--- config.mk ---
export PLATFORM = sky130hd
export DESIGN_NAME = ef_wb_irq_shell
export DESIGN_NICKNAME = d
export VERILOG_FILES = /design/src/rtl/ef_wb_shell_pkg.sv /design/src/rtl/ef_wb_irq_ctrl.sv /design/src/rtl/ef_wb_irq_shell.sv
export SDC_FILE = /design/constraint.sdc
export NUM_CORES = 1
export LEC_CHECK = 0
export ABC_AREA = 1
export CORE_ASPECT_RATIO = 1.75
export CORE_UTILIZATION = 44
export CTS_BUF_LIST = sky130_fd_sc_hd__clkbuf_16
export DETAILED_ROUTE_END_ITERATION = 8
export PLACE_DENSITY = 0.78
export SLEW_MARGIN = 20
export SYNTH_ARGS = -nofsm -noshare
export SYNTH_HDL_FRONTEND = slang
export SYNTH_SLANG_ARGS = --single-unit
--- constraint.sdc ---
create_clock -name clk_i -period 4.1 [get_ports clk_i]
set_input_delay 0.82 -clock clk_i [delete_from_list [all_inputs] [get_ports clk_i]]
set_output_delay 0.82 -clock clk_i [all_outputs]
set_load 0.05 [all_outputs]
--- src/rtl/ef_wb_shell_pkg.sv ---
// Shared definitions for the Wishbone interrupt shell: local register map,
// the error read value and the bus control FSM states.
package ef_wb_shell_pkg;

  localparam logic [7:0]  LOCAL_PAGE = 8'hFF;
  localparam logic [7:0]  OFF_IM     = 8'h00;
  localparam logic [7:0]  OFF_MIS    = 8'h04;
  localparam logic [7:0]  OFF_RIS    = 8'h08;
  localparam logic [7:0]  OFF_ICR    = 8'h0C;
  localparam logic [7:0]  OFF_GCLK   = 8'h10;
  localparam logic [31:0] BAD_DATA   = 32'hDEADBEEF;

  typedef enum logic [1:0] {
    ST_IDLE,
    ST_LWAIT,
    ST_CWAIT,
    ST_ACK
  } state_t;

endpackage

--- src/rtl/ef_wb_irq_ctrl.sv ---
// Interrupt flag block: per-flag level/edge capture into RIS, IM mask,
// MIS/IRQ generation and write-one-to-clear through ICR.
module ef_wb_irq_ctrl
  import ef_wb_shell_pkg::*;
#(
  parameter int unsigned          NUM_FLAGS = 9,
  parameter logic [NUM_FLAGS-1:0] EDGE_MASK = '0
) (
  input  logic                 clk_i,
  input  logic                 rst_i,
  input  logic [NUM_FLAGS-1:0] flags_i,
  input  logic                 im_we,
  input  logic                 icr_we,
  input  logic [31:0]          wdata,
  input  logic [31:0]          wmask,
  input  logic                 to_set,
  output logic [NUM_FLAGS:0]   ris,
  output logic [NUM_FLAGS:0]   im,
  output logic [NUM_FLAGS:0]   mis,
  output logic                 irq
);

  logic [NUM_FLAGS-1:0] flags_q;
  logic [NUM_FLAGS:0]   clr;
  logic                 unused_hi;

  assign clr       = icr_we ? (wdata[NUM_FLAGS:0] & wmask[NUM_FLAGS:0]) : '0;
  assign unused_hi = ^{wdata, wmask};

  always_ff @(posedge clk_i) begin
    if (rst_i) begin
      flags_q <= '0;
      ris     <= '0;
      im      <= '0;
    end else begin
      flags_q <= flags_i;
      if (im_we)
        im <= (im & ~wmask[NUM_FLAGS:0]) | (wdata[NUM_FLAGS:0] & wmask[NUM_FLAGS:0]);
      // Sticky bits: a new event in the same cycle as a clear keeps the bit set.
      for (int unsigned i = 0; i < NUM_FLAGS; i++) begin
        if (EDGE_MASK[i])
          ris[i] <= (flags_i[i] & ~flags_q[i]) | (ris[i] & ~clr[i]);
        else
          ris[i] <= flags_i[i];
      end
      ris[NUM_FLAGS] <= to_set | (ris[NUM_FLAGS] & ~clr[NUM_FLAGS]);
    end
  end

  assign mis = ris & im;
  assign irq = |mis;

endmodule

--- src/rtl/ef_wb_irq_shell.sv ---
// Wishbone classic slave wrapping a core: local interrupt/clock-gate registers
// at page 0xFF, all other addresses forwarded to the core with a timeout.
module ef_wb_irq_shell
  import ef_wb_shell_pkg::*;
#(
  parameter int unsigned          NUM_FLAGS    = 9,
  parameter logic [NUM_FLAGS-1:0] EDGE_MASK    = '0,
  parameter int unsigned          ACK_WAIT     = 0,
  parameter int unsigned          CORE_TIMEOUT = 255
) (
  input  logic                 clk_i,
  input  logic                 rst_i,
  input  logic [31:0]          adr_i,
  input  logic [31:0]          dat_i,
  output logic [31:0]          dat_o,
  input  logic [3:0]           sel_i,
  input  logic                 cyc_i,
  input  logic                 stb_i,
  input  logic                 we_i,
  output logic                 ack_o,
  output logic                 IRQ,
  input  logic [NUM_FLAGS-1:0] flags_i,
  output logic                 core_stb_o,
  input  logic                 core_ack_i,
  input  logic [31:0]          core_dat_i,
  output logic                 clk_en_o
);

  localparam logic [15:0] LW_LAST = (ACK_WAIT > 0) ? 16'(ACK_WAIT - 1) : 16'd0;
  localparam logic [15:0] CT_LAST = 16'(CORE_TIMEOUT - 1);

  state_t             state, state_n;
  logic [15:0]        cnt, cnt_n;
  logic [31:0]        rdata, dat_n, wmask;
  logic               dat_ld, lwr, to_set, gclk, is_local, req;
  logic [NUM_FLAGS:0] ris, im, mis;
  logic [7:0]         off;
  logic               unused_adr;

  assign off        = adr_i[7:0];
  assign is_local   = (adr_i[15:8] == LOCAL_PAGE);
  assign req        = cyc_i & stb_i;
  assign wmask      = {{8{sel_i[3]}}, {8{sel_i[2]}}, {8{sel_i[1]}}, {8{sel_i[0]}}};
  assign unused_adr = ^adr_i[31:16];
  assign clk_en_o   = gclk;

  ef_wb_irq_ctrl #(
    .NUM_FLAGS (NUM_FLAGS),
    .EDGE_MASK (EDGE_MASK)
  ) u_ctrl (
    .clk_i   (clk_i),
    .rst_i   (rst_i),
    .flags_i (flags_i),
    .im_we   (lwr && (off == OFF_IM)),
    .icr_we  (lwr && (off == OFF_ICR)),
    .wdata   (dat_i),
    .wmask   (wmask),
    .to_set  (to_set),
    .ris     (ris),
    .im      (im),
    .mis     (mis),
    .irq     (IRQ)
  );

  always_comb begin
    rdata = BAD_DATA;
    case (off)
      OFF_IM:   rdata = 32'(im);
      OFF_MIS:  rdata = 32'(mis);
      OFF_RIS:  rdata = 32'(ris);
      OFF_ICR:  rdata = '0;
      OFF_GCLK: rdata = {31'b0, gclk};
      default:  ;
    endcase
  end

  always_comb begin
    state_n    = state;
    cnt_n      = cnt;
    dat_ld     = 1'b0;
    dat_n      = rdata;
    lwr        = 1'b0;
    to_set     = 1'b0;
    ack_o      = 1'b0;
    core_stb_o = 1'b0;
    unique case (state)
      ST_IDLE: begin
        if (req) begin
          cnt_n = '0;
          if (!is_local) begin
            state_n = ST_CWAIT;
          end else if (ACK_WAIT > 0) begin
            state_n = ST_LWAIT;
          end else begin
            state_n = ST_ACK;
            dat_ld  = 1'b1;
            lwr     = we_i;
          end
        end
      end
      ST_LWAIT: begin
        if (!cyc_i) begin
          state_n = ST_IDLE;
          cnt_n   = '0;
        end else if (cnt == LW_LAST) begin
          state_n = ST_ACK;
          cnt_n   = '0;
          dat_ld  = 1'b1;
          lwr     = we_i;
        end else begin
          cnt_n = cnt + 16'd1;
        end
      end
      ST_CWAIT: begin
        core_stb_o = 1'b1;
        if (!cyc_i) begin
          state_n = ST_IDLE;
          cnt_n   = '0;
        end else if (core_ack_i) begin
          state_n = ST_ACK;
          cnt_n   = '0;
          dat_ld  = 1'b1;
          dat_n   = core_dat_i;
        end else if (cnt == CT_LAST) begin
          state_n = ST_ACK;
          cnt_n   = '0;
          dat_ld  = 1'b1;
          dat_n   = BAD_DATA;
          to_set  = 1'b1;
        end else begin
          cnt_n = cnt + 16'd1;
        end
      end
      ST_ACK: begin
        ack_o   = 1'b1;
        state_n = ST_IDLE;
      end
      default: state_n = ST_IDLE;
    endcase
  end

  always_ff @(posedge clk_i) begin
    if (rst_i) begin
      state <= ST_IDLE;
      cnt   <= '0;
      dat_o <= '0;
      gclk  <= 1'b0;
    end else begin
      state <= state_n;
      cnt   <= cnt_n;
      if (dat_ld)
        dat_o <= dat_n;
      if (lwr && (off == OFF_GCLK) && sel_i[0])
        gclk <= dat_i[0];
    end
  end

endmodule

==> flow_summary.toml, run 1 <==
[clocking]
insertion_delay_ns = 0.33
cts_sinks = 71
clk_pin_slew_worst_paths_ns = 0.05
post_cts_resized = 0
cts-root-buf = "clkbuf_16"
htreeDepth = 3
hold_buffers = 0
cts_tree = "yes"
clock_path_buffers = 2
cts_buffers = 9
cts_setup_buffers = 0

[global_route]
antenna_found_initial = 2
grt_pass1_vias = 4072
grt.total_usage_pct = 23.54
grt_pass1_wl_um = 17360
grt_max_degree = 45
grt_overflow = 0

[worst_setup_path]
worstPathRequired_ns = 3.28
reg2reg_depth = 10
critPathKind = "reg2out"
timing.rr.start = "state[0]"
r2r_slack_ns = 1.80
r2r_end = "cnt[11]"
arrival_ns = 2.14
startpoint_type = "register"
crit_fanout = 2
endpoint_kind = "primary output"

[yosys]
synthSimpleGateAreaFrac_pct = 43.85
synth_nets = 781
synth_xor_xnor_area_share_pct = 0.6485
synthAdderAreaFrac_pct = 2.162
yosys-top-cells-area = "dfxtp_1, nand2_1, nor2_1"
synth.distinct_cells = 33
synth_top_family_by_area = "simple AND/OR/NAND/NOR gates"
yosys_warnings = 0
synth_seq_cells = 71
synth-edff-count = 0
synth.top_cell.area_share_pct = 35.08
synth_compound_area_share_pct = 6.485
muxShareOfSynthArea_pct = 0
synth_area_per_cell_um2 = 6.148
synth_ff_type = "dfxtp_1"
synth-async-reset-ratio_pct = 0
yosys.area.top_type = "dfxtp_1"
synthesis.area_um2 = 4051
synthCells = 659
seq_area_frac_synth_pct = 35.08

[run]
maxCapViolCount = 0

[place]
post-place-ws_ns = 1.124
hpwl_um = 7948
io_buffers = 110
gp_congestion = 0.8718
postPlaceCellArea_um2 = 5182

[sta]
fin_skew_ns = 0.005139
fin_crit_sh_pct = 72.25
whs_ns = 0.4817
fmax_mhz = 337.6
relSlewSlack_pct = 36.79
rsz0062_at_grt = "false"
worstMarginPinSlew_ns = 0.9447
setup_viol = 0
hold_viol = 0
fin_crit_ns = 2.962
final_max_slew_viol_count = 0
tns_ns = 0
setup_ws_ns = 1.138

[drt]
vias = 4334
dr.pass1.iters = 4
wl_per_cell_um = 12.19
drc = 0
via_per_inst = 4.908
drtIter0Drc = 239
routed_wl_um = 10760
detail-route-antenna-nets = 0

[cells_and_area]
fill_cells = 889
drive_gt1_share_pct = 4.336
final_util_pct = 60.51
multiInputGateArea_um2 = 2153
fin_nets = 880
area_growth_pct = 34.10
regArea_um2 = 1421
final_area_um2 = 5433

[outcome]
outcome = "finished clean"

[pwr]
peakVddDrop_uv = 262.8
pwr-share-clk_pct = 24.4
p_comb_share_pct = 43.6
p_int_w = 0.001598
p_switching_w = 0.001129
power_leakage_nw = 2.538
p_seq_share_pct = 32.1
p_per_area_nw_per_um2 = 501.8
switching_share_pct = 41.41

[floorplanning]
num_rows = 46
initial_core_util_pct = 45.12
ios = 151
die-area_um2 = 9611
die_w_um = 74.54
fp.dieH_um = 128.9
coreArea_um2 = 8979

[worst_hold_path]
hold_depth = 2
hold_end = "dat_o[11]"
hold_path_class = "reg2reg"
hold_start = "dat_o[11]"
[Yosys cell counts (5+ instances only)]
library cell,n
nand3_1,60
dfxtp_1,71
ha_1,7
buf_4,5
clkbuf_1,8
nor3_1,10
nand4_1,13
a21oi_1,31
o21ai_0,8
inv_1,85
nand2_1,168
buf_2,6
nor2_1,149
[critical path: stages (launching register included)]
cell and delay, ns:
dfxtp_1 0.32, nand2_1 0.07, inv_1 0.04, a2111oi_0 0.45
nand4_1 0.18, clkdlybuf4s50_1 0.75
[area by class of cell]
type	count	share of cell area, %
multi-input combinational	474	39.64
sequential	71	26.16
timing repair buffer	113	20.68
inverter	89	6.149
clock buffer	9	4.146
tap	120	2.764
clock inverter	5	0.3685
antenna	2	0.09212
[routing by layer]
layer / track usage [%] / part of all wire (%) / vias up / routed length [um]
met2: 43.51 / 54 / 125 / 5824
met3: 5.403 / 4.8 / 26 / 516
met5: 0 / 0 / - / 0
li1: - / - / 2237 / -
met1: 22.96 / 37 / 1946 / 4025
met4: 13.43 / 3.7 / 0 / 396
[cell families after synthesis]
logic type               Yosys count
AND/OR/NAND/NOR                  417
buffers and inverters            114
flip-flops                        71
AO/OA/AOI/OAI                     47
adder cells (fa/ha/maj)            7
XOR/XNOR                           3
[how the worst max path moves through the flow]
stage                     slack, ns  endpoint          start  cells after the start
after floorplan                2.01       IRQ       register                      4
after global routing           0.97       IRQ  u_ctrl.ris[5]                      5
after CTS                      1.11       IRQ  u_ctrl.ris[5]                      5
after detailed placement       1.12  register       adr_i[1]                      7
after global placement         1.18  register       adr_i[1]                      7
final                          1.14       IRQ  u_ctrl.ris[5]                      5
[through the flow]
| stage | instances | power (W) |
|---|---|---|
| detailed placement | 867 | 0.002077 |
| finish | 883 | 0.002726 |
| floorplan | 659 | 0.001723 |
| global placement | 867 | 0.002051 |
| CTS | 881 | 0.002744 |
| global route | 883 | 0.002881 |
[cell usage in the layout (no fill, tap or decap), types with 3 or more instances in the layout]
master,Yosys,layout
nand2_1,168,168
nor2_1,149,149
clkdlybuf4s50_1,0,110
inv_1,85,87
dfxtp_1,71,71
nand3_1,60,60
a21oi_1,31,31
nand4_1,13,13
nor3_1,10,10
clkbuf_16,0,9
o21ai_0,8,8
ha_1,7,7
nand2_4,4,4
inv_2,4,4
or2_2,3,3
xor2_1,3,3
buf_4,5,3
[power by group through the flow]
| stage | sequential, W | combinational [W] | clock (W) |
|---|---|---|---|
| after floorplan | 0.00123 | 0.000490 | 0 |
| after global routing | 0.000885 | 0.00129 | 0.000707 |
| after CTS | 0.000874 | 0.00119 | 0.000677 |
| after detailed placement | 0.000886 | 0.00119 | 0 |
| final | 0.000874 | 0.00119 | 0.000665 |
| after global placement | 0.000882 | 0.00117 | 0 |
No activity file was read; power rests on OpenSTA's default activity.
==> run 2: changes to the inputs <==
==> constraint.sdc (replaced) <==
create_clock -name clk_i -period 2.98 [get_ports clk_i]
set_input_delay 0.596 -clock clk_i [delete_from_list [all_inputs] [get_ports clk_i]]
set_output_delay 0.596 -clock clk_i [all_outputs]
set_load 0.05 [all_outputs]
==> flow_summary.toml, run 2 (synthesis results as in run 1) <==
[outcome]
outcome = "finished clean"

[drt]
wl_per_cell_um = 11.82
vias = 4295
detail-route-antenna-nets = 0
drtIter0Drc = 233
dr.pass1.iters = 5
drc = 0
via_per_inst = 4.831
routed_wl_um = 10510

[floorplanning]
ios = 151
die-area_um2 = 9611
num_rows = 46
coreArea_um2 = 8979
initial_core_util_pct = 45.12
fp.dieH_um = 128.9
die_w_um = 74.54

[cells_and_area]
final_area_um2 = 5509
antenna_cells = 0
final_common_cell = "nand2_1"
drive_gt1_share_pct = 5.462
fill_cells = 875
final_cell_mix = "nand2_1, nor2_1, clkdlybuf4s50_1"
fin_nets = 886
final_util_pct = 61.36
area_growth_pct = 35.98

[sta]
fin_crit_ns = 2.770
hold_viol = 0
final_max_slew_viol_count = 0
rsz0062_at_grt = "false"
fin_crit_sh_pct = 92.94
fin_skew_ns = 0.006205
setup_viol = 0
worstMarginPinSlew_ns = 0.5372
tns_ns = 0
relSlewSlack_pct = 64.08
fmax_mhz = 361.0

[place]
postPlaceCellArea_um2 = 5228
gp_congestion = 0.9023
hpwl_um = 7915
io_buffers = 110

[worst_setup_path]
cp_top_family = "buffers and inverters"
crit_fanout = 3
cp-endpoint = "IRQ"
critPathKind = "reg2out"
arrival_ns = 2.17
path_depth = 5
critPathMaxStageDelay_ns = 0.75
r2r_end = "dat_o[6]"
r2r_slack_ns = 0.95
timing.rr.start = "state[0]"
startpoint_type = "register"
endpoint_kind = "primary output"
reg2reg_depth = 11
worstPathRequired_ns = 2.38
critPathSlowestCell = "clkdlybuf4s50_1"
critPathBufInv = 2
cp_cell_sequence = "nand2_1 > inv_1 > a2111oi_0 > nand4_1 > clkdlybuf4s50_1"

[pwr]
power_leakage_nw = 2.588
p_per_area_nw_per_um2 = 703.5
peakVddDrop_uv = 388.6
pwr-share-clk_pct = 26.3
p_seq_share_pct = 31.1
p_switching_w = 0.001568
power.total_w = 0.003875
switching_share_pct = 40.46
p_int_w = 0.002307
p_comb_share_pct = 42.7

[clocking]
cts-root-buf = "clkbuf_16"
cts_tree = "yes"
cts_buffers = 9
insertion_delay_ns = 0.33
clk_pin_slew_worst_paths_ns = 0.05
cts_setup_buffers = 0
clock_path_buffers = 2
cts_sinks = 71
hold_buffers = 0
post_cts_resized = 0
htreeDepth = 3

[global_route]
grt_max_degree = 44
grt_pass1_vias = 4031
antenna_found_initial = 0
grt_pass1_wl_um = 17440
grt.total_usage_pct = 23.58
grt_overflow = 0

[worst_hold_path]
hold_path_class = "reg2reg"

[run]
maxCapViolCount = 0
-- run 2: how the worst min path moves through the flow --
stage	end	slack [ns]	cells after the start	start
after detailed placement	dat_o[30]	0.47	2	dat_o[30]
after floorplan	u_ctrl.ris[9]	0.47	2	u_ctrl.ris[9]
after global placement	dat_o[26]	0.46	2	dat_o[26]
after global routing	dat_o[11]	0.50	2	dat_o[11]
after CTS	dat_o[30]	0.49	2	dat_o[30]
final	dat_o[30]	0.48	2	dat_o[30]
-- run 2: power by group through the flow --
stage                     Combinational [W]  Sequential, W  Clock (W)
after floorplan                    0.000674        0.00170          0
after global placement              0.00163        0.00122          0
after detailed placement            0.00165        0.00122          0
after CTS                           0.00166        0.00121    0.00104
after global routing                0.00181        0.00122    0.00108
final                               0.00165        0.00120    0.00102
-- run 2: layer usage --
metal / vias up / track usage [%] / wire length [um]
met1: 1922 / 25.43 / 4208
met5: - / 0 / 0
met4: 0 / 10.99 / 321
li1: 2251 / - / -
met2: 100 / 42.24 / 5607
met3: 22 / 5.247 / 368
-- run 2: cell type report --
| type | count | area [um2] | share of cell area, % |
|---|---|---|---|
| clock buffers | 9 | 225.2 | 4.088 |
| clock inverters | 7 | 56.30 | 1.022 |
| inverters | 89 | 334.1 | 6.064 |
| multi-input cells | 474 | 2153 | 39.09 |
| flip-flops and latches | 71 | 1421 | 25.80 |
| well taps | 120 | 150.1 | 2.725 |
| repair buffers | 119 | 1169 | 21.21 |
-- run 2: through the flow --
step / cells / hold WS [ns] / setup WS (ns)
floorplan: 659 / 0.4668 / 0.9598
global placement: 873 / 0.4614 / 0.3456
detailed placement: 873 / 0.4720 / 0.3181
CTS: 889 / 0.4859 / 0.2479
global route: 889 / 0.5017 / 0.1625
finish: 889 / 0.4804 / 0.2103
-- run 2: worst min-delay path, cell delays in order (launching register included) --
cell	delay, ns
dfxtp_1	0.32
a21oi_1	0.04
nor2_1	0.08
